===== src/rtl/execute_stage.sv =====
// MIPS execute stage: operand forwarding, ALU, iterative MULTU/DIVU with HI/LO,
// and the EX/MEM pipeline register feeding the memory stage.
module execute_stage #(
  parameter int DATA_WIDTH = 32,
  parameter int MD_CYCLES  = 32
) (
  input  logic                  clk,
  input  logic                  reset,
  input  logic [DATA_WIDTH-1:0] RD1_E,
  input  logic [DATA_WIDTH-1:0] RD2_E,
  input  logic [DATA_WIDTH-1:0] signImm_E,
  input  logic [DATA_WIDTH-1:0] result_W,
  input  logic [1:0]            forwardA_E,
  input  logic [1:0]            forwardB_E,
  input  logic [2:0]            ALUControl_E,
  input  logic                  ALUSrc_E,
  input  logic                  regDst_E,
  input  logic [4:0]            rt_E,
  input  logic [4:0]            rd_E,
  input  logic                  regWrite_E,
  input  logic                  memWrite_E,
  input  logic                  memToReg_E,
  input  logic [1:0]            resultSel_E,
  input  logic                  mdStart_E,
  input  logic                  mdOp_E,
  output logic [DATA_WIDTH-1:0] ALU_out_M,
  output logic [DATA_WIDTH-1:0] writeData_M,
  output logic [4:0]            writeReg_M,
  output logic                  regWrite_M,
  output logic                  memWrite_M,
  output logic                  memToReg_M,
  output logic                  md_stall_E,
  output logic                  md_busy
);

  localparam int DW = DATA_WIDTH;
  localparam int CW = $clog2(MD_CYCLES + 1);
  localparam logic [CW-1:0] CNT_INIT = CW'(MD_CYCLES);

  logic [DW-1:0] src_a, fwd_b, src_b, alu_y, ex_result;

  logic [DW-1:0] alu_m_q, wdata_m_q;
  logic [4:0]    wreg_m_q;
  logic          regwr_m_q, memwr_m_q, memtoreg_m_q;

  logic [DW-1:0] hi_q, lo_q;
  logic [DW-1:0] acc_q, wrk_q, opnd_q;
  logic [DW-1:0] acc_d, wrk_d;
  logic [CW-1:0] cnt_q;
  logic          op_q, busy_q;

  logic [DW:0]   mul_sum;
  logic [DW:0]   rem_sh;
  logic          div_ge;
  logic          md_accept;

  always_comb begin
    case (forwardA_E)
      2'b01:   src_a = result_W;
      2'b10:   src_a = alu_m_q;
      default: src_a = RD1_E;
    endcase
    case (forwardB_E)
      2'b01:   fwd_b = result_W;
      2'b10:   fwd_b = alu_m_q;
      default: fwd_b = RD2_E;
    endcase
    src_b = ALUSrc_E ? signImm_E : fwd_b;
  end

  always_comb begin
    alu_y = '0;
    case (ALUControl_E)
      3'b000: alu_y = src_a & src_b;
      3'b001: alu_y = src_a | src_b;
      3'b010: alu_y = src_a + src_b;
      3'b011: alu_y = src_a ^ src_b;
      3'b100: alu_y = ~(src_a | src_b);
      3'b110: alu_y = src_a - src_b;
      3'b111: alu_y = {{(DW-1){1'b0}}, ($signed(src_a) < $signed(src_b))};
      3'b101: alu_y = {{(DW-1){1'b0}}, (src_a < src_b)};
      default: alu_y = '0;
    endcase
  end

  always_comb begin
    case (resultSel_E)
      2'b01:   ex_result = hi_q;
      2'b10:   ex_result = lo_q;
      default: ex_result = alu_y;
    endcase
  end

  assign md_stall_E = busy_q & (mdStart_E | (resultSel_E == 2'b01) | (resultSel_E == 2'b10));
  assign md_accept  = mdStart_E & ~busy_q;

  // acc holds the product's upper half (MULTU) or the partial remainder (DIVU);
  // wrk shifts out multiplier bits / dividend bits and shifts in low product / quotient bits.
  always_comb begin
    mul_sum = {1'b0, acc_q} + (wrk_q[0] ? {1'b0, opnd_q} : '0);
    rem_sh  = {acc_q, wrk_q[DW-1]};
    div_ge  = rem_sh >= {1'b0, opnd_q};
    if (op_q) begin
      acc_d = div_ge ? (rem_sh[DW-1:0] - opnd_q) : rem_sh[DW-1:0];
      wrk_d = {wrk_q[DW-2:0], div_ge};
    end else begin
      acc_d = mul_sum[DW:1];
      wrk_d = {mul_sum[0], wrk_q[DW-1:1]};
    end
  end

  always_ff @(posedge clk or posedge reset) begin
    if (reset) begin
      hi_q   <= '0;
      lo_q   <= '0;
      acc_q  <= '0;
      wrk_q  <= '0;
      opnd_q <= '0;
      op_q   <= 1'b0;
      cnt_q  <= '0;
      busy_q <= 1'b0;
    end else if (busy_q) begin
      acc_q <= acc_d;
      wrk_q <= wrk_d;
      cnt_q <= cnt_q - CW'(1);
      if (cnt_q == CW'(1)) begin
        busy_q <= 1'b0;
        hi_q   <= acc_d;
        lo_q   <= wrk_d;
      end
    end else if (md_accept) begin
      acc_q  <= '0;
      wrk_q  <= src_a;
      opnd_q <= fwd_b;
      op_q   <= mdOp_E;
      cnt_q  <= CNT_INIT;
      busy_q <= 1'b1;
    end
  end

  // A stalled instruction stays in E, so M receives a bubble.
  always_ff @(posedge clk or posedge reset) begin
    if (reset) begin
      alu_m_q      <= '0;
      wdata_m_q    <= '0;
      wreg_m_q     <= '0;
      regwr_m_q    <= 1'b0;
      memwr_m_q    <= 1'b0;
      memtoreg_m_q <= 1'b0;
    end else if (md_stall_E) begin
      alu_m_q      <= '0;
      wdata_m_q    <= '0;
      wreg_m_q     <= '0;
      regwr_m_q    <= 1'b0;
      memwr_m_q    <= 1'b0;
      memtoreg_m_q <= 1'b0;
    end else begin
      alu_m_q      <= ex_result;
      wdata_m_q    <= fwd_b;
      wreg_m_q     <= regDst_E ? rd_E : rt_E;
      regwr_m_q    <= regWrite_E;
      memwr_m_q    <= memWrite_E;
      memtoreg_m_q <= memToReg_E;
    end
  end

  assign ALU_out_M   = alu_m_q;
  assign writeData_M = wdata_m_q;
  assign writeReg_M  = wreg_m_q;
  assign regWrite_M  = regwr_m_q;
  assign memWrite_M  = memwr_m_q;
  assign memToReg_M  = memtoreg_m_q;
  assign md_busy     = busy_q;

endmodule


===== config.mk =====
export PLATFORM = sky130hd
export DESIGN_NAME = execute_stage
export DESIGN_NICKNAME = d
export VERILOG_FILES = /design/src/rtl/execute_stage.sv
export SDC_FILE = /design/constraint.sdc
export NUM_CORES = 1
export LEC_CHECK = 0
export ABC_AREA = 1
export BUFFER_PORTS_ARGS = -buffer_cell sky130_fd_sc_hd__buf_2
export CORE_MARGIN = 5
export CORE_UTILIZATION = 45
export CTS_CLUSTER_DIAMETER = 30
export CTS_CLUSTER_SIZE = 10
export DETAILED_ROUTE_END_ITERATION = 12
export PLACE_DENSITY = 0.66
export SYNTH_ARGS = -nofsm -noshare
export SYNTH_HDL_FRONTEND = slang
export SYNTH_SLANG_ARGS = --single-unit

===== constraint.sdc =====
create_clock -name clk -period 9.6 [get_ports clk]
set_input_delay 0 -clock clk [delete_from_list [all_inputs] [get_ports clk]]
set_output_delay 0 -clock clk [all_outputs]
set_load 0.005 [all_outputs]

==> impl_metrics.yaml <==
status:
  status: "completed"
drt:
  drt-initial-drc-count: 2540
  antenna_left: 0
  drc: 0
  firstDrtPassIters: 5
  via_per_inst: 5.65
  wire_per_inst_um: 21.5
  route.vias.total: 26700
  wirelength_um: 101000
clock_tree:
  path_clk_slew_ns: 0.04
  clock_path_buffers: 3
  cts_root_buf: "clkbuf_16"
  cts_resized: 0
  post-cts-setup-buffer-count: 0
  cts_tree: "yes"
  numCtsBuffers: 70
  clock-sinks: 240
  htreeDepth: 3
  clock_latency_ns: 0.60
logic_synthesis:
  async_reset_ff_share_pct: 100
  syn_area_per_cell_um2: 6.20
  synth_enable_flop_cells: 0
  ys_types: 60
  synth_fa_ha_area_share_pct: 9.64
  synth_flop_cell: "dfrtp_1"
  syn_area_mm2: 0.0233
  synth-xor-area-share_pct: 0.790
  ys_warn_count: 0
  syn_inst: 3755
  yosys.area.top_type: "dfrtp_1"
  yosysTopAreaCellShare_pct: 25.8
  muxShareOfSynthArea_pct: 0.242
  synth_nets: 4088
  seq_area_frac_synth_pct: 25.8
  ys_top_cells_by_area: "dfrtp_1 26%, nand2_1 19%, inv_1 9.8%"
  synth-compound-area-share_pct: 17.1
  ys_seq_elements: 240
  synth_top_family_by_area: "simple AND/OR/NAND/NOR gates"
  yosys.area_share.simple_pct: 33.3
global_routing:
  grt.overflow.total: 0
  grt_usage_pct: 34.6
  grt_max_degree: 106
  grt_pass1_vias: 25500
  grt_pass1_wl_um: 152000
  antenna_found_initial: 1
critical_path:
  worstReg2RegEnd: "ALU_out_M[25]"
  path_max_fanout: 47
  cp.required_ns: 10.03
  setup.worst_path.end_class: "flip-flop"
  arrival_ns: 4.89
  r2r_cells: 15
  timing.rr.start: "ALU_out_M[20]"
  start_kind: "input port"
  rrSetupSlack_ns: 5.53
  worstSetupStartpoint: "forwardB_E[0]"
  crit_type: "input port to flip-flop"
worst_hold_path:
  min-delay-start: "RD1_E[27]"
  hold_path.class: "input port to flip-flop"
  holdPathEnd: "wrk_q[27]"
  min_path_cells: 5
sta:
  report.final.setup_viol: 0
  worst_pin_slew_ns: 1.16
  post-route-period-util_pct: 46.4
  finalHoldViolations: 0
  period_minus_slack_ns: 4.45
  whs_ns: 0.0235
  grt_setup_unrepaired: "no"
  max_slew_margin_pct: 21.8
  worst_slack_ns: 5.15
  fmax_ghz: 0.225
  final_max_slew_viol_count: 0
  fin_tns_setup_ns: 0
  fin_worst_skew_ns: 0.0196
power_and_ir_drop:
  combPwrFrac_pct: 56.2
  p_per_area_mw_per_mm2: 328
  sequentialPowerShare_pct: 19.5
  p_total_w: 0.00908
  p_leak_nw: 15.0
  switchingPower_w: 0.00459
  clockPowerShare_pct: 24.3
  p_sw_share_pct: 50.6
  max-vdd-ir-drop_uv: 139
  power.internal_w: 0.00449
layout:
  area_growth_pct: 18.9
  drive_gt1_share_pct: 10.7
  num-nets-final: 4325
floorplanning:
  boundaryPins: 230
  start_util_pct: 45.4
  die_area_mm2: 0.0564
  die_w_um: 237
  core_area_mm2: 0.0513
  num_rows: 83
  dieHeight_um: 237
placed_design:
  dp_hpwl_um: 77400
  io_buffers: 229
  place.gp.congestion: 1.04
  dp_slack_ns: 4.69
flow_run:
  maxCapViolations: 0
## cell usage after synthesis (all sizes together), types with 4 or more instances
cell / n
nand2: 1208
inv: 618
o21ai: 317
nand3: 263
nor2: 251
dfrtp: 240
ha: 173
a21oi: 168
clkbuf: 93
nand4: 75
buf: 57
o22ai: 42
a221o: 35
nor3: 35
o211ai: 32
a211oi: 26
o221ai: 17
xnor2: 15
o21bai: 14
a221oi: 11
or2: 9
and2: 6
xor2: 6
a31oi: 5
mux2: 5
a21o: 4
and3: 4
fa: 4
nand3b: 4
nor4: 4
## flip-flops by register name, summed over array words and instances (netlist names), 6 cells and up
signal       count
ALU_out_M       32
acc_q           32
hi_q            32
lo_q            32
opnd_q          32
writeData_M     32
wrk_q           32
cnt_q            6
## timing repair
action                                  in CTS  in global routing
endpoints found under the setup margin       0                  0
endpoints found under the hold margin      171                  0
hold buffers                                61                  0
## per-stage QoR
| step | area (um2) | instances | utilization [%] |
|---|---|---|---|
| finish | 27700 | 4722 | 53.9 |
| global route | 27700 | 4720 | 53.9 |
| global placement | 24800 | 4539 | 48.3 |
| detailed placement | 24800 | 4539 | 48.3 |
| CTS | 27700 | 4720 | 53.9 |
| floorplan | 23300 | 3755 | - |
## per-layer routing
metal  global-route usage (%)  up-vias  part of all wire (%)
li1                         -    12600                     -
met1                     46.1    12400                    41
met2                     54.7     1367                    44
met3                     7.02      261                   9.7
met4                     15.5        2                   5.0
met5                        0        -                 0.051
## cells in the final DEF (no fill, tap or decap), types with 17 or more instances in the layout
master         synthesis  routed
a221o_1               35      35
ha_1                 173     172
dlygate4sd3_1          1      61
nand4_1               73      73
buf_4                  4      26
o221ai_1              17      17
a211oi_1              26      26
a21oi_1              166     166
nor2_1               242     241
o211ai_1              32      32
o21ai_1               26      26
dfrtp_1              240     238
buf_2                 35     229
o22ai_1               42      42
clkbuf_16              0      71
o21ai_0              289     289
nand3_1              250     248
nand2_1             1204    1204
inv_1                606     605
nor3_1                34      34
## cells by family (layout without fill, tap and decap cells)
logic type,Yosys count,after routing
AND/OR/NAND/NOR,1861,1861
buffers and inverters,771,1056
AO/OA/AOI/OAI,680,680
flip-flops,240,240
adder cells (fa/ha/maj),177,177
XOR/XNOR,21,21
multiplexers,5,5
other,0,2
## worst max path at each step
| stage | endpoint | slack [ns] | depth (start not counted) |
|---|---|---|---|
| finish | ALU_out_M[25] | 5.15 | 19 |
| global route | ALU_out_M[25] | 4.83 | 19 |
| CTS | ALU_out_M[25] | 5.29 | 19 |
| detailed placement | ALU_out_M[25] | 4.69 | 19 |
| global placement | ALU_out_M[25] | 4.65 | 19 |
| floorplan | ALU_out_M[0] | 3.01 | 1 |
## final cells by class
type | count | area [um2]
sequential | 240 | 6010
fill | 5342 | 23600
multi-input combinational | 2744 | 14300
clock buffer | 92 | 1980
antenna | 2 | 5.00
timing repair buffer | 316 | 1950
inverter | 620 | 2330
tap | 680 | 851
clock inverter | 28 | 278
## power groups by stage
stage	combinational (W)	sequential (W)	clock, W
detailed placement	0.00495	0.00176	0
floorplan	0.00362	0.00159	0
global route	0.00566	0.00181	0.00228
global placement	0.00493	0.00176	0
finish	0.00510	0.00177	0.00221
CTS	0.00501	0.00176	0.00223
## worst max-delay path, cell delays in order
cell and delay, ns:
buf_2 0.09, inv_1 0.04, ha_1 0.26, buf_4 0.33, inv_2 0.43, o21ai_0 1.04, o21ai_0 0.47, ha_1 0.68
nand2_1 0.19, nor2_1 0.29, nand2_1 0.17, nor2_1 0.23, nand2_1 0.16, nand2_1 0.10, nand2_1 0.05, nand3_1 0.08
nand3_1 0.10, nand2_1 0.08, a21oi_1 0.05
(Power assumes the default switching activity.)
